--- config.mk ---
export PLATFORM = sky130hd
export DESIGN_NAME = vga_timing_gen_flat
export DESIGN_NICKNAME = d
export VERILOG_FILES = /design/src/rtl/vga_timing_gen_if.sv /design/src/rtl/vga_timing_gen.sv /design/src/flat_wrapper.sv
export SDC_FILE = /design/constraint.sdc
export NUM_CORES = 1
export LEC_CHECK = 0
export BUFFER_PORTS_ARGS = -buffer_cell sky130_fd_sc_hd__buf_4
export CORE_UTILIZATION = 40
export CTS_BUF_LIST = sky130_fd_sc_hd__clkbuf_4 sky130_fd_sc_hd__clkbuf_8
export DETAILED_ROUTE_END_ITERATION = 8
export HOLD_SLACK_MARGIN = 0.05
export SKIP_LAST_GASP = 1
export SLEW_MARGIN = 10
export SYNTH_ARGS = -nofsm -noshare
export SYNTH_HDL_FRONTEND = slang
export SYNTH_SLANG_ARGS = --single-unit
--- constraint.sdc ---
create_clock -name clock_50 -period 5.03 [get_ports clock_50]
set_input_delay 1.006 -clock clock_50 [delete_from_list [all_inputs] [get_ports clock_50]]
set_output_delay 1.006 -clock clock_50 [all_outputs]
set_load 0.02 [all_outputs]
--- src/rtl/vga_timing_gen_if.sv ---
// Raster timing bundle between the VGA timing generator (master) and the
// downstream pixel-generation logic (slave).
interface vga_timing_gen_if #(
  parameter int unsigned CW = 10
);
  logic          enable;
  logic          pixel_tick;
  logic [CW-1:0] pixel_x;
  logic [CW-1:0] pixel_y;
  logic          video_on;
  logic          vga_hs;
  logic          vga_vs;
  logic          line_end;
  logic          frame_end;

  modport master (
    input  enable,
    output pixel_tick, pixel_x, pixel_y, video_on, vga_hs, vga_vs, line_end, frame_end
  );

  modport slave (
    output enable,
    input  pixel_tick, pixel_x, pixel_y, video_on, vga_hs, vga_vs, line_end, frame_end
  );
endinterface

--- src/rtl/vga_timing_gen.sv ---
// VGA raster timing generator: clock divider, h/v counters, sync/display
// decode and a fixed-latency alignment pipe on the sync/display outputs.
module vga_timing_gen #(
  parameter int unsigned H_DISPLAY = 640,
  parameter int unsigned H_FRONT   = 16,
  parameter int unsigned H_SYNC    = 96,
  parameter int unsigned H_BACK    = 48,
  parameter int unsigned V_DISPLAY = 480,
  parameter int unsigned V_FRONT   = 10,
  parameter int unsigned V_SYNC    = 2,
  parameter int unsigned V_BACK    = 33,
  parameter bit          HS_POL    = 1'b0,
  parameter bit          VS_POL    = 1'b0,
  parameter int unsigned CLK_DIV   = 2,
  parameter int unsigned PIPE_DLY  = 0,
  parameter int unsigned CW        = 10
) (
  input  logic             clock_50,
  input  logic             reset_key,
  vga_timing_gen_if.master vga
);

  localparam int unsigned H_TOTAL    = H_DISPLAY + H_FRONT + H_SYNC + H_BACK;
  localparam int unsigned V_TOTAL    = V_DISPLAY + V_FRONT + V_SYNC + V_BACK;
  localparam int unsigned H_SYNC_BEG = H_DISPLAY + H_FRONT;
  localparam int unsigned H_SYNC_END = H_SYNC_BEG + H_SYNC;
  localparam int unsigned V_SYNC_BEG = V_DISPLAY + V_FRONT;
  localparam int unsigned V_SYNC_END = V_SYNC_BEG + V_SYNC;
  localparam int unsigned DW         = (CLK_DIV > 1) ? $clog2(CLK_DIV) : 1;
  localparam logic [2:0]  IDLE       = {1'b0, ~VS_POL, ~HS_POL};

  logic [DW-1:0] div_cnt;
  logic [CW-1:0] h_cnt;
  logic [CW-1:0] v_cnt;
  logic          div_last_c;
  logic          tick_c;
  logic          h_last_c;
  logic          v_last_c;
  logic [2:0]    raw_c;
  logic [2:0]    pipe_q [PIPE_DLY+1];

  assign div_last_c = (div_cnt == DW'(CLK_DIV - 1));
  assign tick_c     = reset_key & vga.enable & div_last_c;
  assign h_last_c   = (h_cnt == CW'(H_TOTAL - 1));
  assign v_last_c   = (v_cnt == CW'(V_TOTAL - 1));

  // Divider and raster counters; everything freezes while enable is low.
  always_ff @(posedge clock_50 or negedge reset_key) begin
    if (!reset_key) begin
      div_cnt <= '0;
      h_cnt   <= '0;
      v_cnt   <= '0;
    end else if (vga.enable) begin
      div_cnt <= div_last_c ? '0 : div_cnt + DW'(1);
      if (tick_c) begin
        h_cnt <= h_last_c ? '0 : h_cnt + CW'(1);
        if (h_last_c) begin
          v_cnt <= v_last_c ? '0 : v_cnt + CW'(1);
        end
      end
    end
  end

  // Region decode of the current position, packed as {video_on, vs, hs}.
  always_comb begin
    raw_c    = IDLE;
    raw_c[0] = ((h_cnt >= CW'(H_SYNC_BEG)) && (h_cnt < CW'(H_SYNC_END))) ? HS_POL : ~HS_POL;
    raw_c[1] = ((v_cnt >= CW'(V_SYNC_BEG)) && (v_cnt < CW'(V_SYNC_END))) ? VS_POL : ~VS_POL;
    raw_c[2] = (h_cnt < CW'(H_DISPLAY)) && (v_cnt < CW'(V_DISPLAY));
  end

  // Alignment pipe shifts every clock, independent of enable.
  always_ff @(posedge clock_50 or negedge reset_key) begin
    if (!reset_key) begin
      for (int i = 0; i <= int'(PIPE_DLY); i++) begin
        pipe_q[i] <= IDLE;
      end
    end else begin
      pipe_q[0] <= raw_c;
      for (int i = 1; i <= int'(PIPE_DLY); i++) begin
        pipe_q[i] <= pipe_q[i-1];
      end
    end
  end

  assign vga.pixel_tick = tick_c;
  assign vga.line_end   = tick_c & h_last_c;
  assign vga.frame_end  = tick_c & h_last_c & v_last_c;
  assign vga.pixel_x    = h_cnt;
  assign vga.pixel_y    = v_cnt;
  assign vga.vga_hs     = pipe_q[PIPE_DLY][0];
  assign vga.vga_vs     = pipe_q[PIPE_DLY][1];
  assign vga.video_on   = pipe_q[PIPE_DLY][2];

endmodule

--- src/flat_wrapper.sv ---
// flat-port wrapper written by rule: the top's interface ports become plain ports
module vga_timing_gen_flat 
#(
  parameter int unsigned H_DISPLAY = 640,
  parameter int unsigned H_FRONT   = 16,
  parameter int unsigned H_SYNC    = 96,
  parameter int unsigned H_BACK    = 48,
  parameter int unsigned V_DISPLAY = 480,
  parameter int unsigned V_FRONT   = 10,
  parameter int unsigned V_SYNC    = 2,
  parameter int unsigned V_BACK    = 33,
  parameter bit          HS_POL    = 1'b0,
  parameter bit          VS_POL    = 1'b0,
  parameter int unsigned CLK_DIV   = 2,
  parameter int unsigned PIPE_DLY  = 0,
  parameter int unsigned CW        = 10
)
  (clock_50, reset_key, vga_enable, vga_pixel_tick, vga_pixel_x, vga_pixel_y, vga_video_on, vga_vga_hs, vga_vga_vs, vga_line_end, vga_frame_end);
  vga_timing_gen_if #(.CW(CW)) vga_i ();
  input  logic clock_50;
  input  logic reset_key;
  input wire logic [$bits(vga_i.enable)-1:0] vga_enable;
  output wire logic [$bits(vga_i.pixel_tick)-1:0] vga_pixel_tick;
  output wire logic [$bits(vga_i.pixel_x)-1:0] vga_pixel_x;
  output wire logic [$bits(vga_i.pixel_y)-1:0] vga_pixel_y;
  output wire logic [$bits(vga_i.video_on)-1:0] vga_video_on;
  output wire logic [$bits(vga_i.vga_hs)-1:0] vga_vga_hs;
  output wire logic [$bits(vga_i.vga_vs)-1:0] vga_vga_vs;
  output wire logic [$bits(vga_i.line_end)-1:0] vga_line_end;
  output wire logic [$bits(vga_i.frame_end)-1:0] vga_frame_end;
  assign vga_i.enable = vga_enable;
  assign vga_pixel_tick = vga_i.pixel_tick;
  assign vga_pixel_x = vga_i.pixel_x;
  assign vga_pixel_y = vga_i.pixel_y;
  assign vga_video_on = vga_i.video_on;
  assign vga_vga_hs = vga_i.vga_hs;
  assign vga_vga_vs = vga_i.vga_vs;
  assign vga_line_end = vga_i.line_end;
  assign vga_frame_end = vga_i.frame_end;
  vga_timing_gen #(.H_DISPLAY(H_DISPLAY), .H_FRONT(H_FRONT), .H_SYNC(H_SYNC), .H_BACK(H_BACK), .V_DISPLAY(V_DISPLAY), .V_FRONT(V_FRONT), .V_SYNC(V_SYNC), .V_BACK(V_BACK), .HS_POL(HS_POL), .VS_POL(VS_POL), .CLK_DIV(CLK_DIV), .PIPE_DLY(PIPE_DLY), .CW(CW)) u_core (.clock_50(clock_50), .reset_key(reset_key), .vga(vga_i));
endmodule
== Word level (Yosys, flattened, before mapping) ==
Cells that the tools add are included.
Cells by class
  add/sub/neg operators: 3
  order comparisons: 6
  equality and inequality tests: 2
  mux-type cells: 5
  bitwise operators: 4
  reduce and logical (&&, ||, !) cells: 5
Operator list (number)
  $add 10x1->10 const B: 2
  $eq 10x10->1 const B: 2
  $lt 10x10->1 const B: 2
  $lt 10x9->1 const B: 2
  $mux 10: 2
  $ge 10x10->1 const B: 1
  $ge 10x9->1 const B: 1
  $and 1x1->1: 4
  $logic_and 1x1->1: 3
  $mux 1: 3
  $reduce_and 3->1: 1
  $reduce_and 2->1: 1
  $add 1x1->1 const B: 1
Storage, ports and cells
  bits in registers: 24
  input port bits: 3
  output and inout port bits: 26
  word-level logic and storage cells: 29

== Longest topological paths before layout ==
  depth in word-level cells: 4
  mapped depth: 8
  depth with buffers taken out: 6

== Worst setup path before layout ==
No wires, ideal clock.
  path kind: input to output
  from: in vga_enable
  to: out vga_frame_end
  data arrival time: 2142 ps
  required time: 4024 ps
  slack: 1882 ps
  stages: 4
  buffers on the path: 1
  cell sequence: nand3_1 > or4_4 > buf_6 > nor2_1
Between the ends
  longest elaborated chain between the ends: 4
RTL lines
  start, declared: line flat_wrapper.sv:22  | input wire logic [$bits(vga_i.enable)-1:0] vga_enable;
  $and 1x1->1 (2 in series): line vga_timing_gen.sv:43  | assign tick_c = reset_key & vga.enable & div_last_c;
  $and 1x1->1 (2 in series): line vga_timing_gen.sv:88  | assign vga.frame_end = tick_c & h_last_c & v_last_c;
  end, declared: line flat_wrapper.sv:30  | output wire logic [$bits(vga_i.frame_end)-1:0] vga_frame_end;
Every way passes these cells.

== Final worst setup path ==
  from: in reset_key
  to: out vga_frame_end
Between the ends
  longest elaborated chain between the ends: 4
RTL lines
  start, declared: line flat_wrapper.sv:21  | input logic reset_key;
  $and 1x1->1 (2 in series): line vga_timing_gen.sv:43
  $and 1x1->1 (2 in series): line vga_timing_gen.sv:88
Every way passes these cells.

==> impl_metrics.env <==
export IMPL_slowest_stage="or4_4"
export IMPL_synth_warnings=0
export IMPL_synth_compound_area_share=0.0762
export IMPL_drc_errors=4
export IMPL_synth_area_um2=1210
export IMPL_clk_pin_slew_ps=130
export IMPL_clock_skew_ps=12.8
export IMPL_fin_tns_setup_ps=0
export IMPL_initial_core_util=0.433
export IMPL_drt_total_wl_um=2410
export IMPL_synth_top_family_by_area="simple AND/OR/NAND/NOR gates"
export IMPL_ys_seq_area_frac=0.496
export IMPL_cp_start_kind="primary input"
export IMPL_reg2reg_to="u_core.vga.pixel_y[6]$_DFFE_PN0P_"
export IMPL_irDropWorstVdd_uv=177
export IMPL_fin_cells=182
export IMPL_maxSlewViolCount=0
export IMPL_synth_area_per_cell_um2=10.0
export IMPL_cts_resized=0
export IMPL_clockRootBuffer="clkbuf_4"
export IMPL_die_w_um=57.1
export IMPL_area_delta_synth_final_pct=20.8
export IMPL_setup_viol=0
export IMPL_coreArea_um2=2810
export IMPL_place_gp_congestion=0.799
export IMPL_period_minus_slack_ps=3530
export IMPL_clock_sinks=24
export IMPL_slew_headroom=0.617
export IMPL_cts_made_buffers=3
export IMPL_power_density_nw_per_um2=292
export IMPL_drt_iter0_markers=30
export IMPL_synthSimpleGateAreaFrac=0.231
export IMPL_regToRegStartpoint="u_core.vga.pixel_x[7]$_DFFE_PN0P_"
export IMPL_critPathArrivalTime_ps=2530
export IMPL_grt_pass1_wl_um=4190
export IMPL_track_usage=0.165
export IMPL_ios=29
export IMPL_ant_nets=0
export IMPL_violations="design-rule violations"
export IMPL_die_h_um=57.1
export IMPL_via_count=992
export IMPL_outcome="finished with violations"
export IMPL_synthCells=121
export IMPL_min_from="u_core.div_cnt$_DFFE_PN0P_"
export IMPL_port_buffers=28
export IMPL_hold_class="flip-flop to flip-flop"
export IMPL_drive_above_1_share=0.272
export IMPL_final_common_cell="buf_4"
export IMPL_power_leakage_nw=0.692
export IMPL_min_path_cells=1
export IMPL_grt_max_degree=26
export IMPL_wl_per_cell_um=13.2
export IMPL_clk_path_buf_depth=2
export IMPL_clk_insertion_delay_late_ps=320
export IMPL_crit_type="primary input to primary output"
export IMPL_std_cell_rows=19
export IMPL_grt_ovfl_total=0
export IMPL_period_share=0.702
export IMPL_grt_pass1_vias=926
export IMPL_synth_nets=128
export IMPL_dpl_cell_count=178
export IMPL_hold_viol=0
export IMPL_max_freq_mhz=283
export IMPL_ys_types=33
export IMPL_rsz0062_at_grt="false"
export IMPL_cts_tree="yes"
export IMPL_postCtsSetupBuffers=0
export IMPL_htreeDepth=1
export IMPL_viasPerCell=5.45
export IMPL_path_cells="buf_4 -> nand3_1 -> or4_4 -> nor2_1 -> buf_4"
export IMPL_synth_mux_area_frac=0.0165
export IMPL_dieArea_um2=3260
export IMPL_synthAdderAreaFrac=0.0412
export IMPL_worst_pin_slew_ps=569
export IMPL_antenna_found_initial=0
export IMPL_synth_xor_area_frac=0.0721
export IMPL_num_antenna_cells=0
export IMPL_layout_common_cells="buf_4 (28), dfrtp_1 (22), inv_1 (13)"
export IMPL_rrSetupSlack_ps=3210
export IMPL_path_buf_inv=2
export IMPL_max_stage_delay_ps=660
export IMPL_dpl_hpwl_um=1780
export IMPL_worstPathMaxFanout=25
export IMPL_firstDrtPassIters=7
export IMPL_max_cap_violations=0
export IMPL_rr_worst_depth=5
export IMPL_synth_seq_cells=24
export IMPL_required_ps=4020
export IMPL_hold_path_end="u_core.div_cnt$_DFFE_PN0P_"
export IMPL_nFillCells=262
export IMPL_cp_top_family="simple AND/OR/NAND/NOR gates"
export IMPL_setup_worst_path_end_class="primary output"
export IMPL_ctsHoldBuffers=0
export IMPL_fin_nets=159
export IMPL_cp_common_cell="buf_4"
cell type report:
class                           count  area, um^2  area share
Clock buffer                        4        30.0      0.0205
Multi-Input combinational cell     81         531       0.361
Sequential cell                    24         603       0.411
Tap cell                           31        38.8      0.0264
Timing Repair Buffer               28         210       0.143
Inverter                           14        55.1      0.0375
worst reg2reg max path, stage by stage (launching register included):
cell	delay [ps]
dfrtp_1	450
nand4b_1	260
or4_4	590
inv_4	150
nand4_1	130
xnor2_1	150
flip-flops by register name (all words and copies together), names as in the netlist:
name / count
u_core.vga.pixel_x: 10
u_core.vga.pixel_y: 10
u_core.pipe_q: 3
u_core.div_cnt: 1
synthesized netlist by cell type:
cell type | count | area share
a21oi_1 | 3 | 0.012
and3_1 | 3 | 0.015
and3_2 | 1 | 0.0062
and4_1 | 1 | 0.0072
and4b_1 | 2 | 0.016
buf_6 | 1 | 0.0093
buf_8 | 1 | 0.012
dfrtp_1 | 22 | 0.45
dfstp_2 | 2 | 0.043
ha_1 | 4 | 0.041
inv_1 | 13 | 0.040
inv_4 | 1 | 0.0052
mux2i_1 | 2 | 0.016
nand2_1 | 11 | 0.034
nand2_2 | 1 | 0.0052
nand2b_1 | 1 | 0.0052
nand3_1 | 9 | 0.037
nand4_1 | 8 | 0.041
nand4b_1 | 1 | 0.0072
nor2_1 | 2 | 0.0062
nor3_1 | 3 | 0.012
nor4_1 | 2 | 0.010
o21ai_0 | 7 | 0.029
o21ai_1 | 1 | 0.0041
o22a_2 | 1 | 0.0082
o22ai_1 | 3 | 0.015
o41ai_1 | 1 | 0.0072
or2_2 | 1 | 0.0052
or2_4 | 1 | 0.0072
or3_1 | 1 | 0.0052
or4_4 | 1 | 0.0093
xnor2_1 | 7 | 0.050
xor2_1 | 3 | 0.022
kinds of logic (layout without fill, tap and decap cells):
kind of cell | Yosys count | after routing
AND/OR/NAND/NOR | 49 | 49
multiplexers | 2 | 2
adder cells (fa/ha/maj) | 4 | 4
XOR/XNOR | 10 | 10
buffers and inverters | 16 | 46
AO/OA/AOI/OAI | 16 | 16
flip-flops | 24 | 24
through the flow:
step / worst slack [ps] / util / hold slack [ps] / total power (W) / cell area [um^2]
floorplan: 1880 / - / 441 / 0.000296 / 1210
global placement: 1520 / 0.512 / 469 / 0.000339 / 1440
detailed placement: 1470 / 0.512 / 461 / 0.000340 / 1440
CTS: 1470 / 0.523 / 484 / 0.000434 / 1470
global route: 1350 / 0.523 / 501 / 0.000456 / 1470
finish: 1500 / 0.523 / 481 / 0.000429 / 1470
worst max path at each step:
stage / from / end / slack (ps) / cells after the start
floorplan: vga_enable / vga_frame_end / 1880 / 4
global placement: reset_key / vga_line_end / 1520 / 5
detailed placement: reset_key / vga_frame_end / 1470 / 5
CTS: reset_key / vga_frame_end / 1470 / 5
global route: reset_key / vga_frame_end / 1350 / 5
finish: reset_key / vga_frame_end / 1500 / 5
report_power, final:
group	switching [W]	internal, W
combinational	0.0000542	0.0000402
clock	0.0000562	0.0000364
sequential	0.0000282	0.000213
total	0.000139	0.000290
per-layer routing:
layer  wire length [um]  up-vias  global-route usage
li1                   -      487                   -
met1               1200      475               0.232
met2               1090       28               0.264
met3                106        2              0.0340
met4                 21        0              0.0418
met5                  0        -                   0
Note: power is estimated with default switching activity, not from simulation.
